<file path="src/rtl/mips_cpu_pkg.sv">
// Shared types for the MIPS CPU memory-bus arbiter.
//   arb_state_t : arbiter state (idle, or granted to master 0 / master 1)
package mips_cpu_pkg;

  typedef enum logic [1:0] {
    ARB_IDLE = 2'd0,
    ARB_GNT0 = 2'd1,
    ARB_GNT1 = 2'd2
  } arb_state_t;

  // Number of masters sharing the slave bus.
  localparam int unsigned ArbNumMasters = 2;

endpackage

</file>
<file path="src/rtl/mips_cpu_rr_picker.sv">
// Two-way round-robin picker, purely combinational.
// Ports:
//   i_req   [1:0] request per master
//   i_last        master that completed the most recent transfer
//   o_pick        chosen master index (meaningful only when o_valid=1)
//   o_valid       at least one master is requesting
module mips_cpu_rr_picker (
  input  logic [1:0] i_req,
  input  logic       i_last,
  output logic       o_pick,
  output logic       o_valid
);

  always_comb begin
    o_valid = |i_req;
    // On a tie the master that did not go last wins; otherwise the lone requester.
    if (&i_req) begin
      o_pick = ~i_last;
    end else begin
      o_pick = i_req[1];
    end
  end

endmodule

</file>
<file path="src/rtl/mips_cpu_bus_arbiter.sv">
// Two-master to one-slave Avalon-MM arbiter for the CPU memory bus.
// Master 0 is instruction fetch, master 1 is data load/store (or debug/DMA).
// A grant is registered and held until the granted master's transfer completes;
// contention is resolved round-robin. The slave bus is quiet while nothing is granted.
// Ports:
//   i_clk, i_reset                  clock, synchronous active-high reset
//   i_m{0,1}_address/read/write/
//     writedata/byteenable          master requests
//   o_m{0,1}_waitrequest/readdata   master responses
//   o_s_address/read/write/
//     writedata/byteenable          slave request
//   i_s_waitrequest, i_s_readdata   slave response
module mips_cpu_bus_arbiter
  import mips_cpu_pkg::*;
#(
  parameter int unsigned AW        = 32,
  parameter int unsigned DW        = 32,
  parameter int unsigned FIRST_WIN = 0
) (
  input  logic            i_clk,
  input  logic            i_reset,

  input  logic [AW-1:0]   i_m0_address,
  input  logic            i_m0_read,
  input  logic            i_m0_write,
  input  logic [DW-1:0]   i_m0_writedata,
  input  logic [DW/8-1:0] i_m0_byteenable,
  output logic            o_m0_waitrequest,
  output logic [DW-1:0]   o_m0_readdata,

  input  logic [AW-1:0]   i_m1_address,
  input  logic            i_m1_read,
  input  logic            i_m1_write,
  input  logic [DW-1:0]   i_m1_writedata,
  input  logic [DW/8-1:0] i_m1_byteenable,
  output logic            o_m1_waitrequest,
  output logic [DW-1:0]   o_m1_readdata,

  output logic [AW-1:0]   o_s_address,
  output logic            o_s_read,
  output logic            o_s_write,
  output logic [DW-1:0]   o_s_writedata,
  output logic [DW/8-1:0] o_s_byteenable,
  input  logic            i_s_waitrequest,
  input  logic [DW-1:0]   i_s_readdata
);

  // 'last' resets to the loser of the first tie so FIRST_WIN takes the first one.
  localparam logic LastRst = (FIRST_WIN == 0) ? 1'b1 : 1'b0;

  arb_state_t r_state;
  logic       r_last;

  logic w_req0;
  logic w_req1;
  logic w_pick;
  logic w_valid;

  assign w_req0 = i_m0_read | i_m0_write;
  assign w_req1 = i_m1_read | i_m1_write;

  mips_cpu_rr_picker u_picker (
    .i_req   ({w_req1, w_req0}),
    .i_last  (r_last),
    .o_pick  (w_pick),
    .o_valid (w_valid)
  );

  // Grant FSM. A done hands straight over to a waiting peer (no bubble); a master
  // re-requesting after its own done goes back through IDLE. Dropping the request
  // while granted is an abort: release the bus without touching 'last'.
  always_ff @(posedge i_clk) begin
    if (i_reset) begin
      r_state <= ARB_IDLE;
      r_last  <= LastRst;
    end else begin
      case (r_state)
        ARB_IDLE: begin
          if (w_valid) begin
            r_state <= w_pick ? ARB_GNT1 : ARB_GNT0;
          end
        end
        ARB_GNT0: begin
          if (!w_req0) begin
            r_state <= ARB_IDLE;
          end else if (!i_s_waitrequest) begin
            r_last  <= 1'b0;
            r_state <= w_req1 ? ARB_GNT1 : ARB_IDLE;
          end
        end
        ARB_GNT1: begin
          if (!w_req1) begin
            r_state <= ARB_IDLE;
          end else if (!i_s_waitrequest) begin
            r_last  <= 1'b1;
            r_state <= w_req0 ? ARB_GNT0 : ARB_IDLE;
          end
        end
        default: r_state <= ARB_IDLE;
      endcase
    end
  end

  // Output muxes. An ungranted master is stalled exactly while it requests, so an
  // idle master never sees waitrequest. Reset forces the slave quiet immediately.
  always_comb begin
    o_s_address      = '0;
    o_s_read         = 1'b0;
    o_s_write        = 1'b0;
    o_s_writedata    = '0;
    o_s_byteenable   = '0;
    o_m0_waitrequest = w_req0;
    o_m1_waitrequest = w_req1;
    if (i_reset) begin
      o_m0_waitrequest = 1'b0;
      o_m1_waitrequest = 1'b0;
    end else begin
      case (r_state)
        ARB_GNT0: begin
          o_s_address      = i_m0_address;
          o_s_read         = i_m0_read;
          o_s_write        = i_m0_write;
          o_s_writedata    = i_m0_writedata;
          o_s_byteenable   = i_m0_byteenable;
          o_m0_waitrequest = i_s_waitrequest;
        end
        ARB_GNT1: begin
          o_s_address      = i_m1_address;
          o_s_read         = i_m1_read;
          o_s_write        = i_m1_write;
          o_s_writedata    = i_m1_writedata;
          o_s_byteenable   = i_m1_byteenable;
          o_m1_waitrequest = i_s_waitrequest;
        end
        default: ;
      endcase
    end
  end

  // Read data fans out; each master qualifies it with its own handshake.
  assign o_m0_readdata = i_s_readdata;
  assign o_m1_readdata = i_s_readdata;

endmodule

</file>
<file path="config.mk">
export PLATFORM = sky130hd
export DESIGN_NAME = mips_cpu_bus_arbiter
export DESIGN_NICKNAME = d
export VERILOG_FILES = /design/src/rtl/mips_cpu_pkg.sv /design/src/rtl/mips_cpu_rr_picker.sv /design/src/rtl/mips_cpu_bus_arbiter.sv
export SDC_FILE = /design/constraint.sdc
export NUM_CORES = 1
export LEC_CHECK = 0
export ABC_AREA = 1
export CAP_MARGIN = 15
export CORE_AREA = 2 2 122 124
export CTS_CLUSTER_DIAMETER = 80
export DETAILED_ROUTE_END_ITERATION = 10
export DIE_AREA = 0 0 124 126
export DONT_BUFFER_PORTS = 1
export PLACE_DENSITY = 0.35
export REMOVE_ABC_BUFFERS = 1
export SYNTH_ARGS = -nofsm -noshare
export SYNTH_HDL_FRONTEND = slang
export SYNTH_SLANG_ARGS = --single-unit
</file>
<file path="constraint.sdc">
create_clock -name i_clk -period 3.5 [get_ports i_clk]
set_input_delay 1.05 -clock i_clk [delete_from_list [all_inputs] [get_ports i_clk]]
set_output_delay 1.05 -clock i_clk [all_outputs]
set_load 0.02 [all_outputs]
</file>
==> metrics.cfg, run 1 <==
[status]
status=finished, final reports clean

[placement]
place_area_sq_um=1770
io_buffers=0
dp_cells=488
dp_hpwl_mm=8.94
place_congestion=0.851

[cells_and_area]
drive_gt1_share_pct=16.2
area_growth_pct=1.87
fin_cells=492
register_area_sq_um=60.1
antenna_cells=0
fin_area_sq_um=1840
final_nets=488
multi_input_area_sq_um=1110
fill_cells=1700

[clock_network]
cts.path.max_buffers=2
clk_latency_ns=0.22
cts-hold-fix-buffers=0
h-tree-depth=1
cts.clk_slew.worst_paths_ns=0.03
clkSinkCount=3
cts_buffers=3
cts-resized-gates=0
cts-root-buf=clkbuf_16
cts_tree=yes
cts_setup_buffers=0

[worst_hold_path]
min_path_type=flop to flop
worstHoldEndpoint=r_last$_SDFFE_PP1P_
min-delay-start=r_last$_SDFFE_PP1P_
whs_path_depth=2

[critical_path]
worstPathRequired_ns=2.45
rr_startpoint=r_state[1]$_SDFFE_PP0P_
cpPeakStageDelay_ns=0.54
cp-start-kind=flop
worstPathMaxFanout=46
critPathKind=flop to output pin
cp-end-kind=output pin
arrival_ns=2.04
crit_slowest_cell=ha_2
reg2reg_depth=10
crit_start=r_state[1]$_SDFFE_PP0P_
crit_chain=inv_1 > ha_2 > buf_12 > nand2_1 > a21oi_1 > buf_4
r2r_end=r_state[0]$_SDFFE_PP0P_
ff2ff_setup_slack_ns=1.65

[logic_synthesis]
synth.distinct_cells=16
ys_seq_area_share_pct=3.32
synth-edff-count=0
synth_area_leader_cell=nand2_1
postSynthRegisterBits=3
yosys-top-cells-count=158 x nand2_1, 74 x a21oi_1, 66 x buf_4
synth.area.top_cells=nand2_1 33%, buf_4 27%, a21oi_1 20%, buf_2 5.3%, dfxtp_1 3.3%
synth_most_common_cell=nand2_1
ys_async_sr_fraction_pct=0
yosysTopAreaCellShare_pct=32.8
synth.avg_cell_area_sq_um=5.14
ys.warnings.count=0
yosys_most_used_dff=dfxtp_1
netlist_instances=352
synthesis.area_sq_um=1810

[detailed_routing]
met3WireLength_mm=2.80
top_layer=met5
wl_per_cell_um=21.0
wl_met1_mm=3.36
drtIter0Drc=91
via_count=2111
antenna_left=0
met2_length_mm=4.04
drt-total-wl_mm=10.3
viasPerCell=4.29
first_pass_iters=4
drc=0

[timing]
rsz0062_at_grt=no
hold_viol=0
period_share_pct=88.4
slew_headroom_pct=62.1
fmax_mhz=323
hold_slack_ns=0.479
finalSetupViolCount=0
tightest_slew_ns=0.568
slew_viol_final=0
tns_ns=0
finClkSkew_ns=0.000946
period_needed_ns=3.09

[pwr]
peakVddDrop_v=0.000183
power.total_mw=1.22
leakage_nw=0.624
pwr_density_cell_nw_per_um2=662

[floorplanning]
start_util_pct=12.6
coreArea_sq_um=14300
die_w_um=124
rows=44
die_area_sq_um=15600
io-pin-count=311
dieHeight_um=126

[grt]
grt_pass1_wl_mm=13.0
grt_pass1_vias=1957
antenna_found_initial=0
track_usage_pct=11.8
grt_start_max_net_pins=47
grt-ovfl-total=0

[flow_run]
maxCapViolCount=0

-- per-stage QoR --
step / worst slack [ns] / utilization [%]
5_1_grt: 0.233 / 12.9
3_5_place_dp: 0.631 / 12.3
4_1_cts: 0.404 / 12.9
2_1_floorplan: -0.151 / -
6_report: 0.406 / 12.9
3_3_place_gp: 0.649 / 12.3
-- layout by cell type, fill, tap and decap left out --
master     count
ha_2           2
clkbuf_1       1
nand3_2        1
buf_4         36
inv_2          1
dfxtp_1        3
a21oi_1       74
nand2_2        2
o21ai_0        2
inv_1          9
ha_1           2
clkbuf_16      3
nand3_1        4
nand2_4        1
buf_12         3
nor2_2         1
nor2_1         6
nand2_1      157
-- worst max path at each step --
stage / slack, ns / cells past startpoint / end
after global routing: 0.23 / 6 / o_s_writedata[8]
after detailed placement: 0.63 / 4 / o_s_writedata[21]
final: 0.41 / 6 / o_s_writedata[27]
after CTS: 0.40 / 6 / o_s_writedata[27]
after floorplan: -0.15 / 3 / o_s_address[0]
after global placement: 0.65 / 4 / o_s_address[15]
-- per-layer routing --
| layer | GRT usage [%] | vias up |
|---|---|---|
| li1 | - | 955 |
| met1 | 11.1 | 892 |
| met2 | 16.9 | 254 |
| met3 | 13.9 | 8 |
| met4 | 1.12 | 2 |
| met5 | 4.93 | - |
-- state kept, by name (all words and copies together) (netlist names) --
register / cells
r_last: 1
r_state: 2
-- kinds of logic after synthesis --
| kind of cell | Yosys count | synth area share [%] |
|---|---|---|
| AOI/OAI and AO/OA | 76 | 21.0 |
| adders and majority gates | 4 | 2.76 |
| buffers and inverters | 97 | 35.9 |
| DFF | 3 | 3.32 |
| and+or+nand+nor | 172 | 37.0 |
-- cell type report --
type	count	area share (%)
clock buffers	4	4.27
inverters	10	2.04
multi-input cells	252	60.0
flip-flops and latches	3	3.26
well taps	184	12.5
repair buffers	39	17.9
-- worst max-delay path: cells and delay by family (launching register included) --
| kind | cells | cell delay [ns] |
|---|---|---|
| adders and majority gates | 1 | 0.54 |
| and+or+nand+nor | 1 | 0.08 |
| buffers and inverters | 3 | 0.56 |
| AOI/OAI and AO/OA | 1 | 0.25 |
| DFF | 1 | 0.33 |
-- power breakdown --
group	switching, mW	internal, mW
Clock	0.0307	0.150
Sequential	0.0145	0.0485
Combinational	0.694	0.282
Power figures use the tool's default switching activity.
==> run 2, diff against run 1 <==
--- a/config.mk
+++ b/config.mk
@@ -9,10 +9,11 @@
 export CAP_MARGIN = 15
 export CORE_AREA = 2 2 122 124
 export CTS_CLUSTER_DIAMETER = 80
+export CTS_CLUSTER_SIZE = 20
 export DETAILED_ROUTE_END_ITERATION = 10
 export DIE_AREA = 0 0 124 126
 export DONT_BUFFER_PORTS = 1
-export PLACE_DENSITY = 0.35
+export PLACE_DENSITY = 0.3
 export REMOVE_ABC_BUFFERS = 1
 export SYNTH_ARGS = -nofsm -noshare
 export SYNTH_HDL_FRONTEND = slang
==> metrics.cfg, run 2 (synthesis gave the netlist of run 1 again) <==
[critical_path]
cp-start-kind=flop
worstPathRequired_ns=2.45  ; about the same
crit_chain=inv_1 > ha_2 > buf_12 > nand2_1 > inv_1 > nor2_1 > nor2_1
cpPeakStageDelay_ns=0.57  ; +0.03 ns
worstPathMaxFanout=44  ; -4.3%
critPathKind=flop to output pin
arrival_ns=2.06  ; +0.02 ns
cp-end-kind=output pin
crit_slowest_cell=ha_2

[grt]
grt-ovfl-total=0  ; unchanged
antenna_found_initial=0  ; unchanged
grt_pass1_vias=1912  ; -2.3%
track_usage_pct=11.1  ; -0.67 points
grt_start_max_net_pins=45  ; -4.3%
grt_pass1_wl_mm=12.3  ; -4.9%

[detailed_routing]
viasPerCell=4.43  ; +3.1%
wl_per_cell_um=19.6  ; -6.7%
antenna_left=0  ; unchanged
via_count=2186  ; +3.6%
drt-total-wl_mm=9.67  ; -6.3%
first_pass_iters=4  ; unchanged
drc=0  ; unchanged
drtIter0Drc=100  ; +9.9%

[cells_and_area]
final_nets=490  ; +0.41%
antenna_cells=0  ; unchanged
drive_gt1_share_pct=16.8  ; +0.54 points
largest_reg_flops=2  ; unchanged
final_common_cell=nand2_1
multi_input_area_sq_um=1110  ; unchanged
layout_common_cells=157 x nand2_1, 74 x a21oi_1, 39 x buf_4
fill_cells=1707  ; +0.41%
area_growth_pct=2.00
largestRegisters=r_state: 2 flops, r_last: 1 flops
max_flop_register=r_state
register_area_sq_um=60.1  ; unchanged

[floorplanning]
die_w_um=124  ; unchanged
dieHeight_um=126  ; unchanged
coreArea_sq_um=14300  ; unchanged
start_util_pct=12.6  ; unchanged
die_area_sq_um=15600  ; unchanged
rows=44  ; unchanged
io-pin-count=311  ; unchanged

[flow_run]
maxCapViolCount=0  ; unchanged

[clock_network]
cts.clk_slew.worst_paths_ns=0.03  ; about the same
cts-hold-fix-buffers=0  ; unchanged
clk_latency_ns=0.22  ; about the same
h-tree-depth=1  ; unchanged
cts-root-buf=clkbuf_16
cts-resized-gates=0  ; unchanged
cts_tree=yes
cts_buffers=3  ; unchanged
cts_setup_buffers=0  ; unchanged
clkSinkCount=3  ; unchanged
cts.path.max_buffers=2  ; unchanged

[pwr]
power.total_mw=1.20  ; -1.9%
leakage_nw=0.629  ; +0.80%
pwr_density_cell_nw_per_um2=648  ; -2.0%
peakVddDrop_v=0.000213  ; +17%

[placement]
dp_hpwl_mm=8.16  ; -8.8%
place_congestion=0.749  ; -12%
io_buffers=0  ; unchanged

[timing]
tns_ns=0  ; unchanged
slew_viol_final=0  ; unchanged
finalSetupViolCount=0  ; unchanged
tightest_slew_ns=0.617  ; +0.0487 ns
hold_viol=0  ; unchanged
fmax_mhz=321  ; -0.54%
finClkSkew_ns=0.00283  ; +0.00188 ns
slew_headroom_pct=58.9  ; -3.2 points
period_share_pct=88.9  ; +0.48 points
rsz0062_at_grt=no
period_needed_ns=3.11  ; +0.0167 ns

[status]
status=finished, final reports clean

[worst_hold_path]
min_path_type=flop to flop

-- run 2: cell types whose count changed in the layout (fill, tap and decap cells not counted), sizes merged --
cell,change
buf,+2
-- run 2: stage by stage --
step           cell area (sq um)  std cells  hold WS (ns)  setup slack, ns  utilization [%]
2_1_floorplan               1200        265         0.436           -0.151                -
3_3_place_gp                1770        490         0.473            0.584             12.4
3_5_place_dp                1770        490         0.474            0.542             12.4
4_1_cts                     1850        494         0.483            0.334             12.9
5_1_grt                     1850        494         0.539            0.180             12.9
6_report                    1850        494         0.489            0.389             12.9
-- run 2: final cells by class --
cell class | count | share of cell area, %
flip-flops and latches | 3 | 3.25
inverters | 10 | 2.03
repair buffers | 41 | 18.0
well taps | 184 | 12.5
multi-input cells | 252 | 60.0
clock buffers | 4 | 4.27
-- run 2: worst max-delay path, delay by kind of cell (launching register included) --
kind	cells	cell delay [ns]
AND/OR/NAND/NOR	3	0.42
flip-flops	1	0.34
adder cells (fa/ha/maj)	1	0.57
buffers and inverters	3	0.44
-- run 2: final timing paths --
kind,startpoint,endpoint,slack (ns),depth (start not counted)
min,r_last$_SDFFE_PP1P_,r_last$_SDFFE_PP1P_,0.49,2
max,r_state[1]$_SDFFE_PP0P_,o_m0_waitrequest,0.39,7
min reg2reg,r_last$_SDFFE_PP1P_,r_last$_SDFFE_PP1P_,0.49,2
max reg2reg,r_state[0]$_SDFFE_PP0P_,r_last$_SDFFE_PP1P_,1.51,8
-- run 2: where the power goes --
group / switching, mW / internal (mW)
registers: 0.0137 / 0.0485
clock network: 0.0324 / 0.150
logic: 0.681 / 0.271
total: 0.727 / 0.470
-- run 2: metal layers --
metal  up-vias  track usage (%)  part of all wire (%)
met5         -             8.88                  0.92
met4         2             1.19                  0.65
met3         8             12.4                    26
met2       268             14.9                    38
met1       952             11.4                    35
li1        956                -                     -
==> run 3, diff against run 2 <==
--- a/config.mk
+++ b/config.mk
@@ -8,6 +8,7 @@
 export ABC_AREA = 1
 export CAP_MARGIN = 15
 export CORE_AREA = 2 2 122 124
+export CTS_BUF_LIST = sky130_fd_sc_hd__clkbuf_2
 export CTS_CLUSTER_DIAMETER = 80
 export CTS_CLUSTER_SIZE = 20
 export DETAILED_ROUTE_END_ITERATION = 10
==> constraint.sdc (replaced) <==
create_clock -name i_clk -period 2.8 [get_ports i_clk]
set_input_delay 0.84 -clock i_clk [delete_from_list [all_inputs] [get_ports i_clk]]
set_output_delay 0.84 -clock i_clk [all_outputs]
set_load 0.02 [all_outputs]
==> metrics.cfg, run 3 (synthesis gave the netlist of run 1 again) <==
[timing]
fmax_mhz=383
setup_slack_ns=0.191  ; -0.198 ns
hold_viol=0  ; unchanged
period_needed_ns=2.61
slew_viol_final=0  ; unchanged
slew_headroom_pct=75.6  ; +17 points
rsz0062_at_grt=no
period_share_pct=93.2
tightest_slew_ns=0.365  ; -0.251 ns
finalSetupViolCount=0  ; unchanged
finClkSkew_ns=0.00343  ; +0.000601 ns

[clock_network]
cts_buffers=3  ; unchanged
cts_setup_buffers=0  ; unchanged
h-tree-depth=1  ; unchanged
cts-hold-fix-buffers=0  ; unchanged
cts-resized-gates=0  ; unchanged
cts_tree=yes
cts.path.max_buffers=2  ; unchanged
cts.clk_slew.worst_paths_ns=0.04  ; about the same
clkSinkCount=3  ; unchanged
cts-root-buf=clkbuf_2
clk_latency_ns=0.19  ; -0.03 ns

[critical_path]
reg2reg_depth=10  ; +2
cp-end-kind=output pin
cp-start-kind=flop
worstPathMaxFanout=36  ; -18%
worstPathRequired_ns=1.96  ; -0.49 ns
arrival_ns=1.77  ; -0.29 ns
critPathKind=flop to output pin

[detailed_routing]
viasPerCell=4.31  ; -2.6%
drt-total-wl_mm=9.91  ; +2.6%
via_count=2284  ; +4.5%
wl_per_cell_um=18.7  ; -4.4%
drtIter0Drc=175  ; +75%
drc=0  ; unchanged
antenna_left=0  ; unchanged
first_pass_iters=6  ; +2

[floorplanning]
io-pin-count=311  ; unchanged
rows=44  ; unchanged
die_w_um=124  ; unchanged
start_util_pct=12.6  ; unchanged
coreArea_sq_um=14300  ; unchanged
die_area_sq_um=15600  ; unchanged
dieHeight_um=126  ; unchanged

[flow_run]
maxCapViolCount=0  ; unchanged

[grt]
antenna_found_initial=0  ; unchanged
grt_pass1_wl_mm=13.1  ; +5.8%
track_usage_pct=11.4  ; +0.32 points
grt-ovfl-total=0  ; unchanged
grt_pass1_vias=2158  ; +13%
grt_start_max_net_pins=76  ; +69%

[pwr]
clkPwrFrac_pct=4.0  ; -11 points
netSwitchingPower_uw=920  ; +27%
leakage_nw=0.808  ; +28%
pwr_density_cell_nw_per_um2=700  ; +8.0%
intPower_uw=529  ; +13%
peakVddDrop_v=0.000239  ; +12%
power.total_mw=1.45  ; +21%
swShare_pct=63.5  ; +2.7 points
p_seq_share_pct=5.3  ; about the same
pwr-share-comb_pct=90.7  ; +11 points

[cells_and_area]
area_growth_pct=14.4
final_common_cell=nand2_1
final_nets=526  ; +7.3%
layout.core_utilization_pct=14.5  ; +1.6 points
largestRegisters=r_state: 2 flops, r_last: 1 flops
fin_cells=530  ; +7.3%
drive_gt1_share_pct=25.7  ; +8.9 points
largest_reg_flops=2  ; unchanged
max_flop_register=r_state
layout_common_cells=157 x nand2_1, 74 x a21oi_1, 74 x buf_4
fin_area_sq_um=2070  ; +12%
antenna_cells=0  ; unchanged

[placement]
dp_hpwl_mm=8.30  ; +1.7%
place_area_sq_um=2050  ; +16%
io_buffers=0  ; unchanged
place_ws_ns=0.332  ; -0.211 ns
place_congestion=0.717  ; -4.2%
dp_cells=526  ; +7.3%

[worst_hold_path]
min_path_type=flop to flop
whs_path_depth=2  ; unchanged

[status]
status=finished, final reports clean

run 3: cell types whose count changed in the layout (fill, tap and decap cells not counted):
cell       previous run  this run
clkbuf_1              1         0
buf_4                39        74
clkbuf_2              0         4
clkbuf_16             3         0
buf_12                2         3
run 3: path summary, 6_finish.rpt:
check / to / slack (ns) / from
hold reg to reg: r_last$_SDFFE_PP1P_ / 0.49 / r_last$_SDFFE_PP1P_
hold / removal: r_last$_SDFFE_PP1P_ / 0.49 / r_last$_SDFFE_PP1P_
setup reg to reg: r_state[0]$_SDFFE_PP0P_ / 1.30 / r_state[1]$_SDFFE_PP0P_
setup / recovery: o_s_address[5] / 0.19 / r_state[0]$_SDFFE_PP0P_
run 3: layout make-up:
| type | count | area, sq um |
|---|---|---|
| Inverter | 10 | 37.5 |
| Clock buffer | 4 | 20.0 |
| Sequential cell | 3 | 60.1 |
| Multi-Input combinational cell | 252 | 1110 |
| Tap cell | 184 | 230 |
| Timing Repair Buffer | 77 | 616 |
| Fill cell | 1691 | 12200 |
run 3: layer usage:
layer	up-vias	global-route usage [%]	share of wire [%]
met4	4	0.991	0.17
met2	229	15.2	37
met1	1016	13.6	39
met3	6	10.1	21
met5	-	8.55	1.8
li1	1029	-	-
run 3: worst max-delay path: stages, from the launching register on:
cell and delay [ns]:
dfxtp_1 0.33, inv_1 0.09, ha_2 0.21, buf_4 0.34, nand2_1 0.09, a21oi_1 0.28
buf_4 0.21
run 3: stage by stage:
stage,TNS (ns),hold slack [ns]
3_3_place_gp,0,0.490
2_1_floorplan,-30.69,0.436
3_5_place_dp,0,0.485
4_1_cts,0,0.494
6_report,0,0.491
5_1_grt,0,0.516
run 3: power by group through the flow:
stage,Clock (mW),Combinational [mW],Sequential [mW]
6_report,0.0575,1.32,0.0767
5_1_grt,0.0670,1.49,0.0801
4_1_cts,0.0607,1.33,0.0771
3_5_place_dp,0,1.33,0.0779
3_3_place_gp,0,1.32,0.0780
2_1_floorplan,0,0.839,0.0731
